`src/rtl/mem_write_loader_pkg.sv`:
```
// Shared header layout, state/mode encodings and address-map constants for the
// per-channel memory-write loader.
package mem_write_loader_pkg;

    localparam int HDR_MODE_BIT  = 31;
    localparam int HDR_LEN_LSB   = 16;
    localparam int HDR_LEN_W     = 12;
    localparam int HDR_START_LSB = 0;
    localparam int HDR_START_W   = 12;

    localparam int CMD_BUF_W   = 8;
    localparam int CMD_SEL_BIT = 12;
    localparam int LANE_LSB    = 8;

    typedef enum logic {
        MODE_CMD  = 1'b0,
        MODE_WAVE = 1'b1
    } mode_e;

    typedef enum logic [1:0] {
        S_IDLE = 2'd0,
        S_DATA = 2'd1,
        S_FIN  = 2'd2
    } state_e;

    // A header is bad when its last addressed location falls outside the
    // target memory; sums carry one spare bit so the overflow is visible.
    function automatic logic hdr_is_bad(
        input logic                   mode_wave,
        input logic [HDR_START_W-1:0] start,
        input logic [HDR_LEN_W-1:0]   len
    );
        logic [HDR_START_W:0] cmd_sum;
        logic [HDR_START_W:0] wave_sum;
        cmd_sum  = {{(HDR_START_W-CMD_BUF_W+1){1'b0}}, start[CMD_BUF_W-1:0]} + {1'b0, len};
        wave_sum = {1'b0, start} + {1'b0, len};
        if (mode_wave) begin
            return wave_sum[HDR_START_W];
        end
        return (start[HDR_START_W-1:CMD_BUF_W] != '0) ||
               (cmd_sum[HDR_START_W:CMD_BUF_W] != '0);
    endfunction

endpackage

```
`src/rtl/mem_write_addr_gen.sv`:
```
// Combinational address generator: maps payload word index k to a memory-write
// address and flags whether that address lies inside the target memory.
module mem_write_addr_gen
    import mem_write_loader_pkg::*;
#(
    parameter int  CMD_ADDR_WIDTH  = 8,
    parameter int  MEM_TO_CMD      = 4,
    parameter int  WAVE_ADDR_WIDTH = 12,
    localparam int LANE_W          = $clog2(MEM_TO_CMD),
    localparam int IDX_W           = WAVE_ADDR_WIDTH + LANE_W,
    localparam int ADDR_W          = WAVE_ADDR_WIDTH + 1
) (
    input  logic                       mode_wave,
    input  logic [WAVE_ADDR_WIDTH-1:0] start,
    input  logic [IDX_W-1:0]           word_idx,
    output logic [ADDR_W-1:0]          addr,
    output logic                       in_range
);

    localparam int CMD_SUM_W  = WAVE_ADDR_WIDTH + 1;
    localparam int WAVE_SUM_W = IDX_W + 1;

    logic [CMD_SUM_W-1:0]  buf_sum;
    logic [WAVE_SUM_W-1:0] wave_sum;
    logic [LANE_W-1:0]     lane;
    logic                  cmd_ok;
    logic                  wave_ok;

    // Buffer address advances once per full command (every MEM_TO_CMD words).
    assign buf_sum  = CMD_SUM_W'(start[CMD_ADDR_WIDTH-1:0]) + CMD_SUM_W'(word_idx[IDX_W-1:LANE_W]);
    assign wave_sum = WAVE_SUM_W'(start) + WAVE_SUM_W'(word_idx);
    assign lane     = word_idx[LANE_W-1:0];

    assign cmd_ok  = (buf_sum >> CMD_ADDR_WIDTH) == '0;
    assign wave_ok = (wave_sum >> WAVE_ADDR_WIDTH) == '0;

    always_comb begin
        addr     = '0;
        in_range = 1'b0;
        if (mode_wave) begin
            addr[WAVE_ADDR_WIDTH-1:0] = wave_sum[WAVE_ADDR_WIDTH-1:0];
            addr[CMD_SEL_BIT]         = 1'b1;
            in_range                  = wave_ok;
        end else begin
            addr[CMD_ADDR_WIDTH-1:0]    = buf_sum[CMD_ADDR_WIDTH-1:0];
            addr[LANE_LSB +: LANE_W]    = lane;
            in_range                    = cmd_ok;
        end
    end

endmodule

```
`src/rtl/mem_write_loader.sv`:
```
// Header-plus-payload stream loader that issues one registered memory write per
// accepted payload word into the command lanes or the envelope memory.
module mem_write_loader
    import mem_write_loader_pkg::*;
#(
    parameter int CMD_ADDR_WIDTH  = 8,
    parameter int MEM_TO_CMD      = 4,
    parameter int WAVE_ADDR_WIDTH = 12,
    parameter int DATA_WIDTH      = 32
) (
    input  logic                     clk,
    input  logic                     reset,
    input  logic [DATA_WIDTH-1:0]    s_data,
    input  logic                     s_valid,
    output logic                     s_ready,
    output logic [WAVE_ADDR_WIDTH:0] mem_write_addr,
    output logic [DATA_WIDTH-1:0]    mem_write_data,
    output logic                     mem_write_en,
    output logic                     busy,
    output logic                     done,
    output logic                     err
);

    localparam int LANE_W = $clog2(MEM_TO_CMD);
    localparam int IDX_W  = WAVE_ADDR_WIDTH + LANE_W;
    localparam int ADDR_W = WAVE_ADDR_WIDTH + 1;

    state_e                     state_q;
    mode_e                      mode_q;
    logic [WAVE_ADDR_WIDTH-1:0] start_q;
    logic [IDX_W-1:0]           idx_q;
    logic [IDX_W-1:0]           idx_d;
    logic [IDX_W-1:0]           last_idx_q;
    logic                       s_ready_q;
    logic [ADDR_W-1:0]          addr_q;
    logic [DATA_WIDTH-1:0]      data_q;
    logic                       we_q;
    logic                       busy_q;
    logic                       done_q;
    logic                       err_q;

    logic                       xfer;
    logic                       hdr_wave;
    logic [HDR_LEN_W-1:0]       hdr_len;
    logic [WAVE_ADDR_WIDTH-1:0] hdr_start;
    logic [IDX_W-1:0]           hdr_last_idx;
    logic                       hdr_bad;
    logic [ADDR_W-1:0]          gen_addr;
    logic                       gen_in_range;

    assign xfer      = s_valid && s_ready_q;
    assign hdr_wave  = s_data[HDR_MODE_BIT];
    assign hdr_len   = s_data[HDR_LEN_LSB +: HDR_LEN_W];
    assign hdr_start = s_data[HDR_START_LSB +: WAVE_ADDR_WIDTH];
    assign hdr_bad   = hdr_is_bad(hdr_wave, hdr_start, hdr_len);
    assign idx_d     = idx_q + 1'b1;

    // Index of the final payload word: LEN in wave mode, a whole number of
    // commands minus one in command mode.
    assign hdr_last_idx = hdr_wave ? IDX_W'(hdr_len)
                                   : IDX_W'({hdr_len, {LANE_W{1'b1}}});

    mem_write_addr_gen #(
        .CMD_ADDR_WIDTH (CMD_ADDR_WIDTH),
        .MEM_TO_CMD     (MEM_TO_CMD),
        .WAVE_ADDR_WIDTH(WAVE_ADDR_WIDTH)
    ) u_addr_gen (
        .mode_wave(mode_q == MODE_WAVE),
        .start    (start_q),
        .word_idx (idx_q),
        .addr     (gen_addr),
        .in_range (gen_in_range)
    );

    always_ff @(posedge clk) begin
        if (reset) begin
            state_q    <= S_IDLE;
            mode_q     <= MODE_CMD;
            start_q    <= '0;
            idx_q      <= '0;
            last_idx_q <= '0;
            s_ready_q  <= 1'b0;
            addr_q     <= '0;
            data_q     <= '0;
            we_q       <= 1'b0;
            busy_q     <= 1'b0;
            done_q     <= 1'b0;
            err_q      <= 1'b0;
        end else begin
            we_q   <= 1'b0;
            done_q <= 1'b0;
            case (state_q)
                S_IDLE: begin
                    s_ready_q <= 1'b1;
                    if (xfer) begin
                        mode_q     <= mode_e'(hdr_wave);
                        start_q    <= hdr_start;
                        idx_q      <= '0;
                        last_idx_q <= hdr_last_idx;
                        err_q      <= hdr_bad;
                        busy_q     <= 1'b1;
                        state_q    <= S_DATA;
                    end
                end
                S_DATA: begin
                    if (xfer) begin
                        // Out-of-range words are swallowed so the stream stays aligned.
                        we_q  <= gen_in_range;
                        idx_q <= idx_d;
                        if (gen_in_range) begin
                            addr_q <= gen_addr;
                            data_q <= s_data;
                        end else begin
                            err_q <= 1'b1;
                        end
                        if (idx_q == last_idx_q) begin
                            s_ready_q <= 1'b0;
                            done_q    <= 1'b1;
                            state_q   <= S_FIN;
                        end
                    end
                end
                S_FIN: begin
                    s_ready_q <= 1'b1;
                    busy_q    <= 1'b0;
                    state_q   <= S_IDLE;
                end
                default: begin
                    s_ready_q <= 1'b1;
                    busy_q    <= 1'b0;
                    state_q   <= S_IDLE;
                end
            endcase
        end
    end

    assign s_ready        = s_ready_q;
    assign mem_write_addr = addr_q;
    assign mem_write_data = data_q;
    assign mem_write_en   = we_q;
    assign busy           = busy_q;
    assign done           = done_q;
    assign err            = err_q;

endmodule

```
`config.mk`:
```
export PLATFORM = sky130hd
export DESIGN_NAME = mem_write_loader
export DESIGN_NICKNAME = d
export VERILOG_FILES = /design/src/rtl/mem_write_loader_pkg.sv /design/src/rtl/mem_write_addr_gen.sv /design/src/rtl/mem_write_loader.sv
export SDC_FILE = /design/constraint.sdc
export NUM_CORES = 1
export LEC_CHECK = 0
export BUFFER_PORTS_ARGS = -buffer_cell sky130_fd_sc_hd__buf_2
export CAP_MARGIN = 25
export CORE_MARGIN = 2
export CORE_UTILIZATION = 45
export CTS_CLUSTER_SIZE = 28
export DETAILED_ROUTE_END_ITERATION = 10
export PLACE_DENSITY = 0.68
export RECOVER_POWER = 25
export SETUP_SLACK_MARGIN = 0.15
export SLEW_MARGIN = 20
export SYNTH_ARGS = -nofsm -noshare
export SYNTH_HDL_FRONTEND = slang
export SYNTH_SLANG_ARGS = --single-unit
```
`constraint.sdc`:
```
create_clock -name clk -period 2.7 [get_ports clk]
set_input_delay 0.405 -clock clk [delete_from_list [all_inputs] [get_ports clk]]
set_output_delay 0.405 -clock clk [all_outputs]
set_load 0.005 [all_outputs]
```
==> metrics.csv, run 1 <==
metric,value,unit
TritonCTS clock tree,built,
Mapped Area,5210,um2
Final setup viols,0,
WL final,15200,um
Fin Setup TNS,0,ps
IO buf count,84,
Clock Skews,8.08,ps
Hold Crit Class,input pin to flop,
sequential power share,45.5,%
Worst path depth,11,
Cell Int Power,2.32,mW
switching power,0.860,mW
area of the multi-input gates,3260,um2
Initial Util,45.8,%
R2R setup slack,100,ps
Avg WL per Cell,17.6,um
Worst Path Required,2960,ps
I/O pin count,85,
die height,112,um
grt total ovfl,0,
Critical Path End Type,flop,
FF+latch area,1870,um2
number of global-route vias before repair,4668,
R2R Path End,mem_write_addr[10],
drt drc,0,
wire length of the first global-routing pass,23600,um
Worst-path clk slew,80,ps
antenna violations before repair,0,
reg2reg path depth,11,
Netlist cell types,65,
Yosys warnings,0,
Die ar.,12400,um2
Most used DFF post-synth,dfxtp_1,
Worst Setup SP,start_q[0],
Syn Nets,684,
fraction of layout cells with a size suffix above 1,22.2,%
Clk pwr share,42.2,%
Post-DP HPWL,10600,um
Max Freq,384,MHz
Bufs and invs on worst path,2,
number of synthesized flops with an enable pin,0,
vias per inst,5.58,
DP Area,5850,um2
Gate power share,12.3,%
Max VDD drop,0.356,mV
initial DRC count,219,
row count,39,
Top delay family on crit path,compound AO/OA/AOI/OAI gates,
worst-path cell chain,ha_4 -> fa_2 -> a211oi_2 -> o21ai_1 -> and3_1 -> or3_4 -> o211ai_4 -> a21oi_4 -> buf_6 -> clkbuf_16 -> o32ai_2,
Syn Inst Count,615,
fin crit period,2600,ps
largest net degree at the start of global routing,65,
"commonest non-fill, non-tap cells in the layout","nand2_1, dfxtp_1, buf_2",
Finished Cell Area,6510,um2
Pwr Density,488,nW/um2
Initial DRT Pass Iterations,4,
RSZ-0062 raised after global routing,true,
core box area,11400,um2
"most common cell after layout, fill and taps aside",nand2_1,
Layout area overhead,25.0,%
Yosys top cell by area,dfxtp_1,
fin nets,789,
top area cells in the synthesized netlist,"dfxtp_1, mux2i_1, nand2_1, ha_1, a21oi_1",
fin crit share,96.4,%
"Seq/Total Area, Yosys",35.8,%
Finished Core Util,57.3,%
crit-path max FO,8,
Rel. slew slack,60.3,%
worst slew pin tran,595,ps
critical path arrival,2860,ps
Clock Tree Root,clkbuf_16,
CP Launch Type,flop,
Worst Setup EP,mem_write_addr[10],
Hold Fails Final Rpt,0,
routability cong.,0.925,
critical path class,flop to flop,
max-cap check violation count,0,
Diodes inserted,0,
post-synthesis register bit count,93,
depth of the CTS H-tree,3,
DR vias,4840,
ys async rst share,0,%
post-route ant nets,0,
"slowest stage delay, CP",390,ps
GR Util All Layers,23.8,%
CTS Buf Count,9,
status,completed,
net switching fraction of the power,27.1,%
share of the synthesized area in the top cell type,35.8,%
Die Width,112,um
Fill cells,1031,
mean area per synthesized cell,8.47,um2
clk sinks,93,
Final Max Slew Viols,0,
FF-to-FF Start,start_q[0],
LEAKAGE,2.72,nW
worst-skew pair later-pin latency,350,ps
deepest clock path buffer count,2,
slowest CP cell,or3_4,
CTS Hold Bufs,0,
==> worst min path at each step <==
| stage | from | end | slack [ps] | cells past startpoint |
|---|---|---|---|---|
| CTS | s_data[13] | mem_write_data[13] | 280 | 3 |
| finish | s_data[13] | mem_write_data[13] | 290 | 3 |
| global placement | mem_write_data[11] | mem_write_data[11] | 440 | 2 |
| global route | s_data[14] | mem_write_data[14] | 300 | 3 |
| detailed placement | mem_write_data[2] | mem_write_data[2] | 450 | 2 |
| floorplan | start_q[10] | start_q[10] | 440 | 2 |
==> registers in the layout, summed over array words and instances (netlist names), 2 cells and up <==
name,cells
idx_q,14
mem_write_addr,13
mem_write_data,32
state_q,2
last_idx_q,14
start_q,12
==> area by class of cell <==
type / count / share of cell area [%]
Multi-Input combinational cell: 474 / 50.1
Sequential cell: 93 / 28.7
Timing Repair Buffer: 126 / 12.6
Clock buffer: 9 / 3.46
Tap cell: 143 / 2.75
Clock inverter: 7 / 1.42
Inverter: 16 / 0.923
==> metrics by stage <==
step                instances  power [mW]  hold WS, ps  setup slack, ps
CTS                       861        3.18          284             75.2
floorplan                 615        1.71          441              165
detailed placement        836        1.84          446            -15.0
finish                    868        3.18          294             96.3
global placement          836        1.83          441             47.1
global route              868        3.30          304             11.9
==> logic make-up (layout without fill, tap and decap cells) <==
family	Yosys count	count (layout)	share of synthesized area, %
fa+ha+maj	34	34	8.46
simple gates	232	232	19.6
buf+inv	48	158	4.61
mux	51	51	9.85
compound gates	131	131	17.4
xor+xnor	26	26	4.37
flops	93	93	35.8
==> worst register-to-register path: stages, from the launching register on <==
cell	delay [ps]
dfxtp_4	370
ha_4	160
fa_2	350
a211oi_2	240
o21ai_1	100
and3_1	170
or3_4	390
o211ai_4	120
a21oi_4	100
buf_6	160
clkbuf_16	170
o32ai_2	180
==> routing by layer <==
layer / up-vias / routed length (um) / GRT usage (%)
met5: - / 0 / 0
li1: 2372 / - / -
met3: 33 / 884 / 5.28
met4: 0 / 529 / 11.0
met1: 2277 / 6740 / 30.7
met2: 158 / 7090 / 38.1
==> repair_timing <==
item | CTS | global route
pin swaps | 6 | 14
setup buffers | 8 | 4
hold endpoints to repair | 0 | 0
resized for setup | 24 | 15
gates cloned | 1 | 3
endpoints found under the setup margin | 46 | 47
==> power by group through the flow <==
stage	Sequential [mW]	Clock [mW]	Combinational, mW
after global routing	1.45	1.42	0.429
after CTS	1.44	1.36	0.376
after global placement	1.48	0	0.354
final	1.45	1.34	0.390
after floorplan	1.47	0	0.235
after detailed placement	1.48	0	0.362
==> Yosys cell counts (all sizes together) (2+ instances only) <==
cell type,number
nand3b,3
and2,6
a2111oi,2
dfxtp,93
a21o,7
fa,2
o211ai,3
a21oi,38
a211oi,22
o21bai,6
xnor2,16
nor3,15
inv,16
xor2,10
nor2b,3
mux2,2
o211a,2
nor2,45
o32ai,2
o31a,2
a2bb2oi,3
mux2i,49
nand3,9
ha,32
nor3b,4
buf,6
o21ai,18
or4,2
and3,4
a211o,3
nand2,126
o21a,5
clkbuf,26
nor4,2
a31oi,4
nand4,3
or3,6
(Power assumes the default switching activity.)
==> run 2, diff against run 1 <==
--- a/config.mk
+++ b/config.mk
@@ -13,7 +13,6 @@
 export DETAILED_ROUTE_END_ITERATION = 10
 export PLACE_DENSITY = 0.68
 export RECOVER_POWER = 25
-export SETUP_SLACK_MARGIN = 0.15
 export SLEW_MARGIN = 20
 export SYNTH_ARGS = -nofsm -noshare
 export SYNTH_HDL_FRONTEND = slang
==> metrics.csv, run 2 (same netlist as run 1, synthesis figures left out) <==
metric,value,unit,change
fin crit share,98.4,%,+1.9 points
grt total ovfl,0,,unchanged
status,completed,,
fin nets,789,,unchanged
largest net degree at the start of global routing,81,,+25%
Fill cells,1015,,-1.6%
"slowest stage delay, CP",350,ps,-40 ps
Die ar.,12400,um2,unchanged
worst-path cell chain,buf_6 -> ha_4 -> inv_2 -> fa_2 -> nor2b_2 -> o31a_1 -> o31a_1 -> a2bb2oi_2 -> and2_4 -> a21oi_4 -> buf_12 -> buf_12 -> mux2i_1,,
"commonest non-fill, non-tap cells in the layout","nand2_1, dfxtp_1, buf_2",,
drt drc,0,,unchanged
critical path arrival,2920,ps,+60 ps
CTS Buf Count,9,,unchanged
"most common cell after layout, fill and taps aside",nand2_1,,
Final Max Slew Viols,0,,unchanged
antenna violations before repair,0,,unchanged
dpl cells,844,,+0.96%
Hold Crit Start,s_data[13],,
Initial Util,45.8,%,unchanged
Fin Setup TNS,0,ps,unchanged
initial DRC count,176,,-20%
Final setup viols,0,,unchanged
max-cap check violation count,0,,unchanged
Max VDD drop,0.281,mV,-21%
row count,39,,unchanged
GR Util All Layers,22.3,%,-1.4 points
number of global-route vias before repair,4590,,-1.7%
fraction of layout cells with a size suffix above 1,22.6,%,+0.41 points
critical path class,flop to flop,,
core box area,11400,um2,unchanged
CP Launch Type,flop,,
die height,112,um,unchanged
max reg flops,32,,unchanged
deepest clock path buffer count,2,,unchanged
Die Width,112,um,unchanged
Hold Crit Class,input pin to flop,,
Post-DP HPWL,10500,um,-0.68%
crit-path max FO,8,,unchanged
RSZ-0062 raised after global routing,true,,
LEAKAGE,2.75,nW,+1.2%
Initial DRT Pass Iterations,5,,+1
Worst Path Required,2970,ps,about the same
Hold Fails Final Rpt,0,,unchanged
fin crit period,2660,ps,+51.9 ps
vias per inst,5.52,,-1.0%
routability cong.,0.933,,+0.88%
Non-Filler Instances,868,,unchanged
worst slew pin tran,587,ps,-7.62 ps
Rel. slew slack,60.8,%,+0.42 points
Max Freq,377,MHz,-2.0%
clk sinks,93,,unchanged
DR vias,4790,,-1.0%
Clock Tree Root,clkbuf_16,,
Diodes inserted,0,,unchanged
Critical Path End Type,flop,,
Clock Skews,8.01,ps,-0.0733 ps
CTS Hold Bufs,0,,unchanged
I/O pin count,85,,unchanged
depth of the CTS H-tree,3,,unchanged
Pwr Density,494,nW/um2,+1.2%
IO buf count,84,,unchanged
WL final,14300,um,-6.0%
Avg WL per Cell,16.5,um,-6.0%
slowest CP cell,o31a_1,,
Layout area overhead,23.6,%,
wire length of the first global-routing pass,22700,um,-3.7%
TritonCTS clock tree,built,,
Worst Setup SP,start_q[0],,
FF-to-FF Start,start_q[0],,
worst-skew pair later-pin latency,350,ps,about the same
Worst-path clk slew,80,ps,about the same
post-route ant nets,0,,unchanged
-- run 2: changes by cell type in the layout (fill, tap and decap cells not counted), moves of 3 or more --
cell / before / now
clkbuf_1: 19 / 8
a211oi_2: 6 / 3
buf_12: 1 / 4
buf_6: 6 / 3
buf_2: 65 / 76
-- run 2: repair_timing --
action,CTS,global route
pin swaps,0,12
gates cloned,0,3
setup endpoints to repair,42,46
setup buffers,0,5
gates resized for setup,1,22
-- run 2: critical path: cells and delay by family (launching register included) --
kind / cells / cell delay [ps]
buffers and inverters: 4 / 480
AOI/OAI and AO/OA: 4 / 970
DFF: 1 / 330
muxes: 1 / 200
adders and majority gates: 2 / 370
and+or+nand+nor: 2 / 210
-- run 2: final timing paths --
kind                                      endpoint  slack [ps]  cells after the start
worst min register to register  mem_write_data[18]         460                      2
worst max register to register   mem_write_data[6]          40                     13
worst max-delay path             mem_write_data[6]          40                     13
worst min-delay path            mem_write_data[13]         300                      3
-- run 2: final cells by class --
class	instances	area [um2]	share of cell area [%]
Clock buffer	9	225	3.50
Sequential cell	93	1860	29.0
Inverter	16	60.1	0.933
Timing Repair Buffer	126	822	12.8
Clock inverter	7	91.3	1.42
Tap cell	143	179	2.78
Multi-Input combinational cell	474	3200	49.6
-- run 2: power breakdown --
group,total (mW),internal (mW),switching [mW],leakage (nW)
logic,0.380,0.162,0.218,1.84
registers,1.45,1.41,0.0329,0.755
clock network,1.35,0.743,0.610,0.152
total,3.18,2.32,0.861,2.75
-- run 2: layer usage --
metal	GRT usage, %	vias to the layer above	part of all wire (%)
met3	4.35	27	5.9
met1	29.1	2243	45
li1	-	2369	-
met2	37.6	151	47
met4	6.91	0	2.8
met5	0	-	0
-- run 2: stage by stage --
step / area, um2 / power (mW) / util [%] / setup slack, ps / hold slack (ps)
4_1_cts: 6240 / 3.19 / 54.9 / 4.83 / 290
3_3_place_gp: 5920 / 1.83 / 52.1 / 44.0 / 440
6_report: 6440 / 3.18 / 56.6 / 44.3 / 298
3_5_place_dp: 5920 / 1.84 / 52.1 / -54.1 / 444
5_1_grt: 6440 / 3.30 / 56.6 / -68.5 / 319
2_1_floorplan: 5210 / 1.70 / - / 19.2 / 441
==> run 3, diff against run 2 <==
--- a/config.mk
+++ b/config.mk
@@ -5,6 +5,7 @@
 export SDC_FILE = /design/constraint.sdc
 export NUM_CORES = 1
 export LEC_CHECK = 0
+export ABC_AREA = 1
 export BUFFER_PORTS_ARGS = -buffer_cell sky130_fd_sc_hd__buf_2
 export CAP_MARGIN = 25
 export CORE_MARGIN = 2
==> metrics.csv, run 3 <==
metric,value,unit,change
status,completed,,
fin crit period,2540,ps,-119 ps
Hold Crit Class,input pin to flop,,
Die ar.,13700,um2,+9.8%
vias per inst,5.27,,-4.5%
R2R setup slack,160,ps,+120 ps
"most common cell after layout, fill and taps aside",nand2_1,,
Diodes inserted,0,,unchanged
Finished Core Util,54.8,%,-1.9 points
Pwr Density,481,nW/um2,-2.5%
deepest clock path buffer count,2,,unchanged
Fin Setup TNS,0,ps,unchanged
Critical Path End Type,flop,,
Post-DP HPWL,11800,um,+12%
I/O pin count,85,,unchanged
fin nets,991,,+26%
mean area per synthesized cell,6.90,um2,-19%
TritonCTS clock tree,built,,
Hold EP,mem_write_data[28],,
post-route ant nets,0,,unchanged
ys async rst share,0,%,unchanged
Top Layer Used,met4,,
number of synthesized flops with an enable pin,0,,unchanged
Yosys top cell by area,dfxtp_1,,
routability cong.,0.943,,+1.1%
"commonest non-fill, non-tap cells in the layout","nand2_1, nor2_1, dfxtp_1",,
fraction of layout cells with a size suffix above 1,17.1,%,-5.5 points
antenna violations before repair,0,,unchanged
Syn Inst Count,832,,+35%
Rel. slew slack,61.1,%,+0.31 points
Yosys warnings,0,,unchanged
R2R Path End,mem_write_data[18],,
Most used DFF post-synth,dfxtp_1,,
Final setup viols,0,,unchanged
reg2reg path depth,17,,+4
Hold Fails Final Rpt,0,,unchanged
Hold Crit Start,s_data[28],,
row count,41,,+5.1%
WL met3,839,um,-1.2%
Worst-path clk slew,60,ps,-20 ps
area of the multi-input gates,3420,um2,+6.9%
DP Area,6380,um2,+7.7%
M1 WL,7830,um,+22%
Layout area overhead,19.4,%,
top-count cell post-synth,nand2_1,,
Synth top cells by count,"nand2_1, nor2_1, dfxtp_1",,
initial DRC count,483,,+170%
FF+latch area,1860,um2,unchanged
Final Power,3.30,mW,+3.8%
largest net degree at the start of global routing,65,,-20%
WL met2,7520,um,+13%
Initial DRT Pass Iterations,5,,unchanged
Clock Tree Root,clkbuf_16,,
critical path class,flop to flop,,
Syn Nets,901,,+32%
WL final,16500,um,+15%
post-synthesis register bit count,93,,unchanged
GR Util All Layers,23.4,%,+1.0 points
fin crit share,94.0,%,-4.4 points
max-cap check violation count,0,,unchanged
CP Launch Type,flop,,
Netlist cell types,41,,-37%
IO buf count,84,,unchanged
clk sinks,93,,unchanged
wire length of the first global-routing pass,25100,um,+10%
Max VDD drop,0.395,mV,+41%
Worst Setup SP,start_q[0],,
Mapped Area,5740,um2,+10%
"Seq/Total Area, Yosys",32.4,%,-3.3 points
top area cells in the synthesized netlist,"dfxtp_1, nand2_1, ha_1, nor2_1, inv_1",,
grt total ovfl,0,,unchanged
Worst Path Required,2940,ps,-30 ps
die height,117,um,+4.8%
number of global-route vias before repair,5079,,+11%
core box area,12500,um2,+10%
Fill cells,1263,,+24%
Avg WL per Cell,15.1,um,-8.7%
Die Width,117,um,+4.8%
share of the synthesized area in the top cell type,32.4,%,-3.3 points
Finished Cell Area,6860,um2,+6.5%
Max Freq,394,MHz,+4.7%
drt drc,0,,unchanged
FF-to-FF Start,start_q[0],,
Initial Util,45.9,%,+0.050 points
LEAKAGE,3.12,nW,+13%
depth of the CTS H-tree,3,,unchanged
CTS Buf Count,9,,unchanged
max reg flops,32,,unchanged
Hold Path Cell Cnt,4,,+1
DR vias,5779,,+21%
crit-path max FO,8,,unchanged
Clock Skews,5.16,ps,-2.85 ps
worst slew pin tran,583,ps,-4.80 ps
critical path arrival,2780,ps,-140 ps
Final Max Slew Viols,0,,unchanged
worst-skew pair later-pin latency,340,ps,about the same
run 3: critical path: stages (launching register included):
cell       delay [ps]
dfxtp_2           350
ha_2              200
inv_1              60
fa_2              350
nand3b_1          210
nand2_1           100
nand2_1            90
nand2_2            90
nand2_1            50
nand2_1            50
nand2_1            60
nor2_2            140
nand3_4           150
nand2_8           170
clkbuf_16         180
nand3b_1           70
nand2_1            70
nor2_1             40
run 3: area by class of cell:
type | count | area share, %
flip-flops and latches | 93 | 27.2
clock buffers | 10 | 3.34
repair buffers | 115 | 10.8
multi-input cells | 619 | 49.8
well taps | 172 | 3.14
inverters | 84 | 4.60
clock inverters | 4 | 1.08
run 3: kinds of logic after synthesis:
family	Yosys count	synth area share [%]
simple gates	422	32.9
flops	93	32.4
xor+xnor	12	1.83
fa+ha+maj	34	7.67
compound gates	149	15.7
buf+inv	122	9.53
run 3: repair_timing:
item                                   4_1_cts  5_1_grt
gates resized for setup                      0       16
hold buffers                                 0        0
setup endpoints to repair                    0       46
buffers inserted                             0        1
endpoints found under the hold margin        0        0
run 3: where the power goes:
group,switching [mW],internal [mW]
registers,0.0418,1.43
clock network,0.526,0.803
logic,0.303,0.196
total,0.871,2.43
run 3: metrics by stage:
stage	instances	setup WS, ps	hold WS (ps)
floorplan	832	281	448
global placement	1075	162	446
detailed placement	1075	52.6	457
CTS	1089	28.2	359
global route	1097	-11.5	373
finish	1097	163	362
run 3: per-layer routing:
metal  vias to the layer above  GRT usage, %
met5                         -             0
met1                      2670          31.7
met3                        26          4.38
met4                         0          7.29
li1                       2937             -
met2                       146          37.8
run 3: worst max-delay path by stage:
| stage | end | slack, ps | cells past startpoint |
|---|---|---|---|
| 5_1_grt | mem_write_data[3] | -10 | 17 |
| 3_3_place_gp | mem_write_addr[0] | 160 | 16 |
| 3_5_place_dp | mem_write_addr[6] | 50 | 16 |
| 6_report | mem_write_data[18] | 160 | 17 |
| 2_1_floorplan | mem_write_data[24] | 280 | 18 |
| 4_1_cts | mem_write_addr[6] | 30 | 16 |
